--- src/rtl/apple1_pia_io_if.sv ---
// Apple-1 PIA bus, keyboard and display signal bundle.
// The slave side is the register block; the master side drives CPU and peripherals.
interface apple1_pia_io_if;
    logic        cpu_clken;
    logic [15:0] addr;
    logic        we;
    logic [7:0]  din;
    logic [7:0]  dout;
    logic        cs;
    logic        flush;
    logic        kbd_valid;
    logic [6:0]  kbd_data;
    logic        kbd_ready;
    logic        kbd_ovf;
    logic        dsp_valid;
    logic [6:0]  dsp_data;
    logic        dsp_ready;

    modport master (
        output cpu_clken, addr, we, din, flush,
        output kbd_valid, kbd_data, dsp_ready,
        input  dout, cs, kbd_ready, kbd_ovf,
        input  dsp_valid, dsp_data
    );

    modport slave (
        input  cpu_clken, addr, we, din, flush,
        input  kbd_valid, kbd_data, dsp_ready,
        output dout, cs, kbd_ready, kbd_ovf,
        output dsp_valid, dsp_data
    );
endinterface

--- src/rtl/apple1_pia_io.sv ---
// Apple-1 PIA register window (KBD/KBDCR/DSP/DSPCR)
// with keyboard and display FIFOs.
module apple1_pia_io #(
    parameter logic [15:0] BASE_ADDR = 16'hD010,
    parameter int          KBD_DEPTH = 8,
    parameter int          DSP_DEPTH = 4
) (
    input logic           clk7,
    input logic           rst_n,
    apple1_pia_io_if.slave bus
);
    localparam int KAW = $clog2(KBD_DEPTH);
    localparam int DAW = $clog2(DSP_DEPTH);
    localparam logic [KAW:0]   KFULL = (KAW+1)'(KBD_DEPTH);
    localparam logic [DAW:0]   DFULL = (DAW+1)'(DSP_DEPTH);
    localparam logic [KAW:0]   KC1   = 1;
    localparam logic [DAW:0]   DC1   = 1;
    localparam logic [KAW-1:0] KP1   = 1;
    localparam logic [DAW-1:0] DP1   = 1;

    logic [6:0]     kbd_mem [KBD_DEPTH];
    logic [KAW-1:0] kbd_wp, kbd_rp;
    logic [KAW:0]   kbd_cnt;
    logic           kbd_ovf_q;
    logic [6:0]     last_key;
    logic [6:0]     dsp_mem [DSP_DEPTH];
    logic [DAW-1:0] dsp_wp, dsp_rp;
    logic [DAW:0]   dsp_cnt;
    logic [7:0]     dout_q, rd_data;

    logic       acc, rd, wr;
    logic [1:0] off;
    logic       kbd_empty, kbd_full, kbd_push, kbd_pop;
    logic       ovf_set, ovf_clr;
    logic       dsp_empty, dsp_full, dsp_push, dsp_pop;
    logic [6:0] kbd_head;
    logic       unused_din7;

    assign bus.cs = bus.addr[15:2] == BASE_ADDR[15:2];
    assign acc    = bus.cs & bus.cpu_clken;
    assign rd     = acc & ~bus.we;
    assign wr     = acc & bus.we;
    assign off    = bus.addr[1:0];

    assign kbd_empty = kbd_cnt == '0;
    assign kbd_full  = kbd_cnt == KFULL;
    assign kbd_head  = kbd_mem[kbd_rp];
    assign kbd_push  = bus.kbd_valid & ~kbd_full;
    assign kbd_pop   = rd & (off == 2'd0) & ~kbd_empty;
    assign ovf_set   = bus.kbd_valid & kbd_full;
    assign ovf_clr   = rd & (off == 2'd1);

    // A pop frees the head slot this edge, so a full FIFO may still accept.
    assign dsp_empty = dsp_cnt == '0;
    assign dsp_full  = dsp_cnt == DFULL;
    assign dsp_pop   = ~dsp_empty & bus.dsp_ready;
    assign dsp_push  = wr & (off == 2'd2) & (~dsp_full | dsp_pop);

    assign bus.kbd_ready = ~kbd_full;
    assign bus.kbd_ovf   = kbd_ovf_q;
    assign bus.dsp_valid = ~dsp_empty;
    assign bus.dsp_data  = dsp_empty ? 7'h00 : dsp_mem[dsp_rp];
    assign bus.dout      = dout_q;
    assign unused_din7   = bus.din[7];

    always_comb begin
        rd_data = 8'h00;
        unique case (off)
            2'd0:    rd_data = {1'b1, kbd_empty ? last_key : kbd_head};
            2'd1:    rd_data = {~kbd_empty, kbd_ovf_q, 6'b0};
            2'd2:    rd_data = {dsp_full, 7'b0};
            default: rd_data = 8'h00;
        endcase
    end

    always_ff @(posedge clk7 or negedge rst_n) begin
        if (!rst_n) begin
            dout_q   <= 8'h00;
            last_key <= 7'h00;
        end else begin
            if (rd) dout_q <= rd_data;
            if (kbd_pop & ~bus.flush) last_key <= kbd_head;
        end
    end

    always_ff @(posedge clk7) begin
        if (kbd_push & ~bus.flush) kbd_mem[kbd_wp] <= bus.kbd_data;
        if (dsp_push & ~bus.flush) dsp_mem[dsp_wp] <= bus.din[6:0];
    end

    always_ff @(posedge clk7 or negedge rst_n) begin
        if (!rst_n) begin
            kbd_wp    <= '0;
            kbd_rp    <= '0;
            kbd_cnt   <= '0;
            kbd_ovf_q <= 1'b0;
        end else if (bus.flush) begin
            kbd_wp    <= '0;
            kbd_rp    <= '0;
            kbd_cnt   <= '0;
            kbd_ovf_q <= 1'b0;
        end else begin
            if (kbd_push) kbd_wp <= kbd_wp + KP1;
            if (kbd_pop)  kbd_rp <= kbd_rp + KP1;
            unique case ({kbd_push, kbd_pop})
                2'b10:   kbd_cnt <= kbd_cnt + KC1;
                2'b01:   kbd_cnt <= kbd_cnt - KC1;
                default: kbd_cnt <= kbd_cnt;
            endcase
            if (ovf_set)      kbd_ovf_q <= 1'b1;
            else if (ovf_clr) kbd_ovf_q <= 1'b0;
        end
    end

    always_ff @(posedge clk7 or negedge rst_n) begin
        if (!rst_n) begin
            dsp_wp  <= '0;
            dsp_rp  <= '0;
            dsp_cnt <= '0;
        end else if (bus.flush) begin
            dsp_wp  <= '0;
            dsp_rp  <= '0;
            dsp_cnt <= '0;
        end else begin
            if (dsp_push) dsp_wp <= dsp_wp + DP1;
            if (dsp_pop)  dsp_rp <= dsp_rp + DP1;
            unique case ({dsp_push, dsp_pop})
                2'b10:   dsp_cnt <= dsp_cnt + DC1;
                2'b01:   dsp_cnt <= dsp_cnt - DC1;
                default: dsp_cnt <= dsp_cnt;
            endcase
        end
    end
endmodule

--- src/flat_wrapper.sv ---
// flat-port wrapper written by rule: the top's interface ports become plain ports
module apple1_pia_io_flat 
#(
    parameter logic [15:0] BASE_ADDR = 16'hD010,
    parameter int          KBD_DEPTH = 8,
    parameter int          DSP_DEPTH = 4
)
  (clk7, rst_n, bus_cpu_clken, bus_addr, bus_we, bus_din, bus_flush, bus_kbd_valid, bus_kbd_data, bus_dsp_ready, bus_dout, bus_cs, bus_kbd_ready, bus_kbd_ovf, bus_dsp_valid, bus_dsp_data);
  apple1_pia_io_if bus_i ();
  input logic clk7;
  input logic rst_n;
  input wire logic [$bits(bus_i.cpu_clken)-1:0] bus_cpu_clken;
  input wire logic [$bits(bus_i.addr)-1:0] bus_addr;
  input wire logic [$bits(bus_i.we)-1:0] bus_we;
  input wire logic [$bits(bus_i.din)-1:0] bus_din;
  input wire logic [$bits(bus_i.flush)-1:0] bus_flush;
  input wire logic [$bits(bus_i.kbd_valid)-1:0] bus_kbd_valid;
  input wire logic [$bits(bus_i.kbd_data)-1:0] bus_kbd_data;
  input wire logic [$bits(bus_i.dsp_ready)-1:0] bus_dsp_ready;
  output wire logic [$bits(bus_i.dout)-1:0] bus_dout;
  output wire logic [$bits(bus_i.cs)-1:0] bus_cs;
  output wire logic [$bits(bus_i.kbd_ready)-1:0] bus_kbd_ready;
  output wire logic [$bits(bus_i.kbd_ovf)-1:0] bus_kbd_ovf;
  output wire logic [$bits(bus_i.dsp_valid)-1:0] bus_dsp_valid;
  output wire logic [$bits(bus_i.dsp_data)-1:0] bus_dsp_data;
  assign bus_i.cpu_clken = bus_cpu_clken;
  assign bus_i.addr = bus_addr;
  assign bus_i.we = bus_we;
  assign bus_i.din = bus_din;
  assign bus_i.flush = bus_flush;
  assign bus_i.kbd_valid = bus_kbd_valid;
  assign bus_i.kbd_data = bus_kbd_data;
  assign bus_i.dsp_ready = bus_dsp_ready;
  assign bus_dout = bus_i.dout;
  assign bus_cs = bus_i.cs;
  assign bus_kbd_ready = bus_i.kbd_ready;
  assign bus_kbd_ovf = bus_i.kbd_ovf;
  assign bus_dsp_valid = bus_i.dsp_valid;
  assign bus_dsp_data = bus_i.dsp_data;
  apple1_pia_io #(.BASE_ADDR(BASE_ADDR), .KBD_DEPTH(KBD_DEPTH), .DSP_DEPTH(DSP_DEPTH)) u_core (.clk7(clk7), .rst_n(rst_n), .bus(bus_i));
endmodule
--- config.mk ---
export PLATFORM = sky130hd
export DESIGN_NAME = apple1_pia_io_flat
export DESIGN_NICKNAME = d
export VERILOG_FILES = /design/src/rtl/apple1_pia_io_if.sv /design/src/rtl/apple1_pia_io.sv /design/src/flat_wrapper.sv
export SDC_FILE = /design/constraint.sdc
export NUM_CORES = 1
export LEC_CHECK = 0
export ABC_CLOCK_PERIOD_IN_PS = 6800
export CAP_MARGIN = 20
export CORE_MARGIN = 2
export CORE_UTILIZATION = 60
export DETAILED_ROUTE_END_ITERATION = 6
export PLACE_DENSITY = 0.92
export SLEW_MARGIN = 10
export SYNTH_ARGS = -nofsm -noshare
export SYNTH_HDL_FRONTEND = slang
export SYNTH_SLANG_ARGS = --single-unit
--- constraint.sdc ---
create_clock -name clk7 -period 6.8 [get_ports clk7]
set_clock_uncertainty 0.2 [all_clocks]
set_input_delay 1.02 -clock clk7 [delete_from_list [all_inputs] [get_ports clk7]]
set_output_delay 1.02 -clock clk7 [all_outputs]
set_load 0.03 [all_outputs]
# Word-level counts from Yosys, hierarchy flattened
# Memory sizes are Yosys's and may differ from the RTL's.
# Index checks and enable logic that the tools add are counted.
# op_classes
muxes,22
n_eq_ne,9
add_sub_neg,8
n_reduce_logical,10
bitwise_logic,21
# ops
operator,count
$pmux 8 s3,1
$mux 3,5
$and 1x1->1,14
$eq 14x14->1 const B,1
$mux 7,2
$add 3x1->3 const B,3
$reduce_bool 3->1,3
$mux 2,4
$pmux 4 s2,1
$reduce_bool 2->1,4
$mux 1,7
$eq 2x1->1 const B,3
$eq 2x2->1 const B,3
$not 1->1,6
$pmux 3 s2,1
$add 2x1->2 const B,2
$add 4x1->4 const B,1
$eq 4x4->1 const B,1
$logic_not 4->1,1
$mux 4,1
$sub 4x1->4 const B,1
$eq 3x3->1 const B,1
$logic_not 3->1,1
$sub 3x1->3 const B,1
2 further kinds,2
# totals
inputBits,38
mem_count,2
regBits,33
mem_bits_rw,84
out_inout_bits,19
word_cells,81
# mem_list
name,words,width,read_ports,rd_ports_with_merged_regs,wr,line,source
u_core.kbd_mem,8,7,1,0,1,apple1_pia_io.sv:21,logic [6:0] kbd_mem [KBD_DEPTH];
u_core.dsp_mem,4,7,1,0,1,apple1_pia_io.sv:26,logic [6:0] dsp_mem [DSP_DEPTH];

# Logic depth before layout (Yosys ltp)
# depth
depth_word,8
mapped_depth,12
depth_no_buf,11

# Worst setup path before layout
# No wires, ideal clock.
# synth_timing
path_kind,input-to-reg
start,in bus_addr[3]
end,reg u_core.kbd_cnt[3]
t_arrival_ns,3.180
setup_ns,0.081
n_path_buf,1
cell_stages,12
slack_ns,3.340
required_ns,6.519
path_cell_list,nor4b_1 nand4_1 inv_2 buf_2 nand3_1 inv_2 ha_1 a21o_1 a21oi_1 nand4_1 and3b_1 nor3_2
# synth_via
elab_chain_len,8
# synth_lines
element,line,source
from (decl),flat_wrapper.sv:13,input wire logic [$bits(bus_i.addr)-1:0] bus_addr;
$eq 14x14->1 (*),apple1_pia_io.sv:39,assign bus.cs = bus.addr[15:2] == BASE_ADDR[15:2];
named net bus_cs,flat_wrapper.sv:21,output wire logic [$bits(bus_i.cs)-1:0] bus_cs;
$and 1x1->1 (*),apple1_pia_io.sv:40,assign acc = bus.cs & bus.cpu_clken;
$and 1x1->1 (*),apple1_pia_io.sv:41,assign rd = acc & ~bus.we;
$and 1x1->1 (*) (2 in series),apple1_pia_io.sv:49,assign kbd_pop = rd & (off == 2'd0) & ~kbd_empty;
$eq 2x1->1 / $eq 2x2->1 (equally long branches),apple1_pia_io.sv:105,"unique case ({kbd_push, kbd_pop})"
$pmux 4 s2,apple1_pia_io.sv:105,
$mux 4,apple1_pia_io.sv:97,end else if (bus.flush) begin
to (signal assigned),apple1_pia_io.sv:106,2'b10: kbd_cnt <= kbd_cnt + KC1;
to (signal assigned),apple1_pia_io.sv:107,2'b01: kbd_cnt <= kbd_cnt - KC1;
to (signal assigned),apple1_pia_io.sv:108,default: kbd_cnt <= kbd_cnt;
to (decl),apple1_pia_io.sv:23,logic [KAW:0] kbd_cnt;
# The timed path passes the listed nets; every way through them passes the cells marked *.
# A chain may end at the register's enable or synchronous reset.

# Final worst setup path
# layout_timing
start,in bus_addr[12]
end,out bus_cs
# layout_via
elab_chain_len,1
# layout_lines
element,line
$eq 14x14->1,apple1_pia_io.sv:39
to (decl),flat_wrapper.sv:21
# No other way between the ends.

==> summary.md <==
| Metric | Value |
|---|---|
| Routed WL | `10600 um` |
| Die Ht | `95.7 um` |
| CP Capture Type | `primary output` |
| Leak Pwr | `2.25 nW` |
| Area growth from synthesis to layout | `24.0%` |
| Nature of the critical path startpoint | `input port` |
| Global-route wire length before repair | `16800 um` |
| Actual slew at the worst max-slew pin | `1.01 ns` |
| Hold Path Origin | `u_core.bus.dout[6]` |
| Sequential area share after synthesis | `0.663` |
| Share of layout cells above drive strength 1 | `0.169` |
| Largest net degree at the start of global routing | `34` |
| Clock-pin slew on the worst setup and hold paths | `0.06 ns` |
| Synthesized cell area | `5050 um^2` |
| Crit path top cell by count | `clkdlybuf4s50_1` |
| Total CTS buffers | `17` |
| EDFF count, synth | `84` |
| Ant diodes | `0` |
| Die width | `95.7 um` |
| Worst Reg-to-Reg Cells | `10` |
| Setup TNS Final | `0 ns` |
| Grt total ovfl | `0` |
| Buf/Inv on CP | `3` |
| Crit path kind | `in2out` |
| H-Tree Depth | `4` |
| Clock root buffer | `clkbuf_8` |
| GP Congestion | `0.777` |
| Synth warn | `0` |
| Syn Nets | `374` |
| DRT antenna net count | `0` |
| HP Class | `reg2reg` |
| Vias | `3091` |
| Number of placement rows | `33` |
| GRT Util Overall | `0.259` |
| CP peak stage delay | `0.71 ns` |
| Worst path required time | `5.58 ns` |
| Postcts setup bufs | `0` |
| Core Area | `8180 um^2` |
| Synth Flop Type | `edfxtp_1` |
| Final Slew Violations | `0` |
| Initial antenna violation count | `0` |
| Arr. time, crit path | `3.03 ns` |
| Ys async rst share | `0.282` |
| MaxCap Viol Count | `0` |
| Starting Density | `0.618` |
| Vias in the first global route | `3293` |
| Min Tclk post-route | `4.25 ns` |
| FF-to-FF setup slack | `3.63 ns` |
| CTS Sinks | `117` |
| Outcome | `finished clean` |
| FMAX | `235 MHz` |
| Synth Register Bits | `117` |
| Vias/cell | `6.08` |
| R2R Path End | `u_core.kbd_cnt[3]` |
| Mean post-synth cell area | `15.5 um^2` |
| HPWL Detailed | `6870 um` |
| Final hold vios | `0` |
| CP top delay family | `buffers and inverters` |
| Port Buffers | `55` |
| Hold buffer count at CTS | `0` |
| Setup-failing EPs final | `0` |
| Die area | `9160 um^2` |
| Reg-to-Reg Start | `u_core.kbd_cnt[0]` |
| Crit path capture | `bus_cs` |
| Most common cell after layout, fill and taps aside | `edfxtp_1` |
| Relative slew margins | `0.323` |
| Commonest cells after routing, fill and taps aside | `edfxtp_1 (84), clkdlybuf4s50_1 (55), dfrtp_1 (33), nor2_1 (31), mux4_2 (21)` |
| CTS tree | `done` |
| Cells after Synth | `326` |
| Worst setup startpoint | `bus_addr[12]` |
| Worst-Skew Late Latency | `0.52 ns` |
| Nets | `438` |
| Cell variety after synth | `51` |
| Pre-Repair DR Iteration Count | `4` |
| Post-route DRC | `0` |
| Pwr Density | `289 nW/um^2` |
| Clk buf depth | `2` |
| Unrepaired setup endpoints after global routing | `no` |
| Final core utilization | `0.766` |
| Worst path slowest cell | `clkdlybuf4s50_1` |
| Max IR drop VDD | `0.227 mV` |
| Crit. path cell count | `5` |
| CP max FO | `11` |
| Crit share post-route | `0.626` |
| Post-route design area | `6260 um^2` |
| Detailed Route Iter0 Violations | `151` |
| Post-cts resize count | `0` |
| DR WL/cell | `20.9 um` |
| I/O pins | `57` |
| Crit-path cells | `clkdlybuf4s50_1, nor4bb_1, nand4_1, inv_2, clkdlybuf4s50_1` |
| Cell Area, Placed | `5690 um^2` |
[how the worst min path moves through the flow]
| stage | endpoint | slack (ns) | depth (start not counted) |
|---|---|---|---|
| floorplan | u_core.bus.dout[2] | 0.27 | 2 |
| global placement | u_core.bus.dout[6] | 0.27 | 2 |
| detailed placement | u_core.bus.dout[6] | 0.29 | 2 |
| CTS | u_core.bus.dout[6] | 0.30 | 2 |
| global route | u_core.bus.dout[6] | 0.33 | 2 |
| finish | u_core.bus.dout[6] | 0.29 | 2 |
[cell type report]
class	instances	area [um^2]
Clock inverter	15	151
Tap cell	105	131
Clock buffer	17	414
Fill cell	466	1920
Timing Repair Buffer	59	581
Multi-Input combinational cell	189	1610
Sequential cell	117	3350
Inverter	6	22.5
[synthesized netlist by cell type, types with 3 or more instances]
cell type  count  share of area
ha_1           8          0.020
nor3_1         9         0.0089
a21oi_1       14          0.014
nand2b_1       4         0.0050
xor2_1         6          0.010
nand4_1        3         0.0037
nor4b_1        4         0.0069
mux2i_1        7          0.014
nor2b_1        7         0.0087
edfxtp_1      84           0.50
buf_2          5         0.0050
a22oi_1        6         0.0089
clkbuf_1       8         0.0059
nand2_1       14          0.010
o21ai_0        7         0.0069
nor2_1        31          0.023
inv_1          4         0.0030
nand3_1        4         0.0040
dfrtp_1       33           0.16
o21ai_1        4         0.0040
mux4_2        21          0.094
and2_1         5         0.0062
[power by group]
| group | internal (W) | switching (W) |
|---|---|---|
| registers | 0.000778 | 0.0000187 |
| clock network | 0.000471 | 0.000368 |
| logic | 0.0000838 | 0.0000889 |
[registers in the layout (all words and copies together), names as in the netlist]
register	count
u_core.bus.dout	8
u_core.bus.kbd_ovf	1
u_core.dsp_cnt	3
u_core.dsp_mem	28
u_core.dsp_rp	2
u_core.dsp_wp	2
u_core.kbd_cnt	4
u_core.kbd_mem	56
u_core.kbd_rp	3
u_core.kbd_wp	3
u_core.last_key	7
[logic make-up (layout without fill, tap and decap cells)]
family / count (synthesis) / in the layout / synth area share
compound gates: 42 / 42 / 0.0525
simple gates: 98 / 98 / 0.109
fa+ha+maj: 10 / 10 / 0.0278
xor+xnor: 9 / 9 / 0.0183
mux: 30 / 30 / 0.112
flops: 117 / 117 / 0.663
buf+inv: 20 / 97 / 0.0176
[through the flow]
stage | setup slack (ns) | hold slack [ns] | power [W] | cells
finish | 2.55 | 0.292 | 0.00181 | 508
global route | 2.44 | 0.333 | 0.00187 | 508
CTS | 2.54 | 0.296 | 0.00182 | 507
detailed placement | 2.54 | 0.286 | 0.000983 | 475
global placement | 2.58 | 0.273 | 0.000973 | 473
floorplan | 3.34 | 0.274 | 0.000906 | 326
[worst min-delay path, delay by kind of cell (launching register included)]
kind | cells | cell delay (ns)
DFF | 1 | 0.35
AOI/OAI and AO/OA | 1 | 0.05
and+or+nand+nor | 1 | 0.06
[layer usage]
metal  global-route usage  vias to the layer above  share of wire
met4                0.105                        0          0.015
met3               0.0650                       19          0.052
met5                    0                        -              0
met2                0.462                      112           0.55
met1                0.301                     1575           0.38
li1                     -                     1385              -
(Power assumes the default switching activity.)
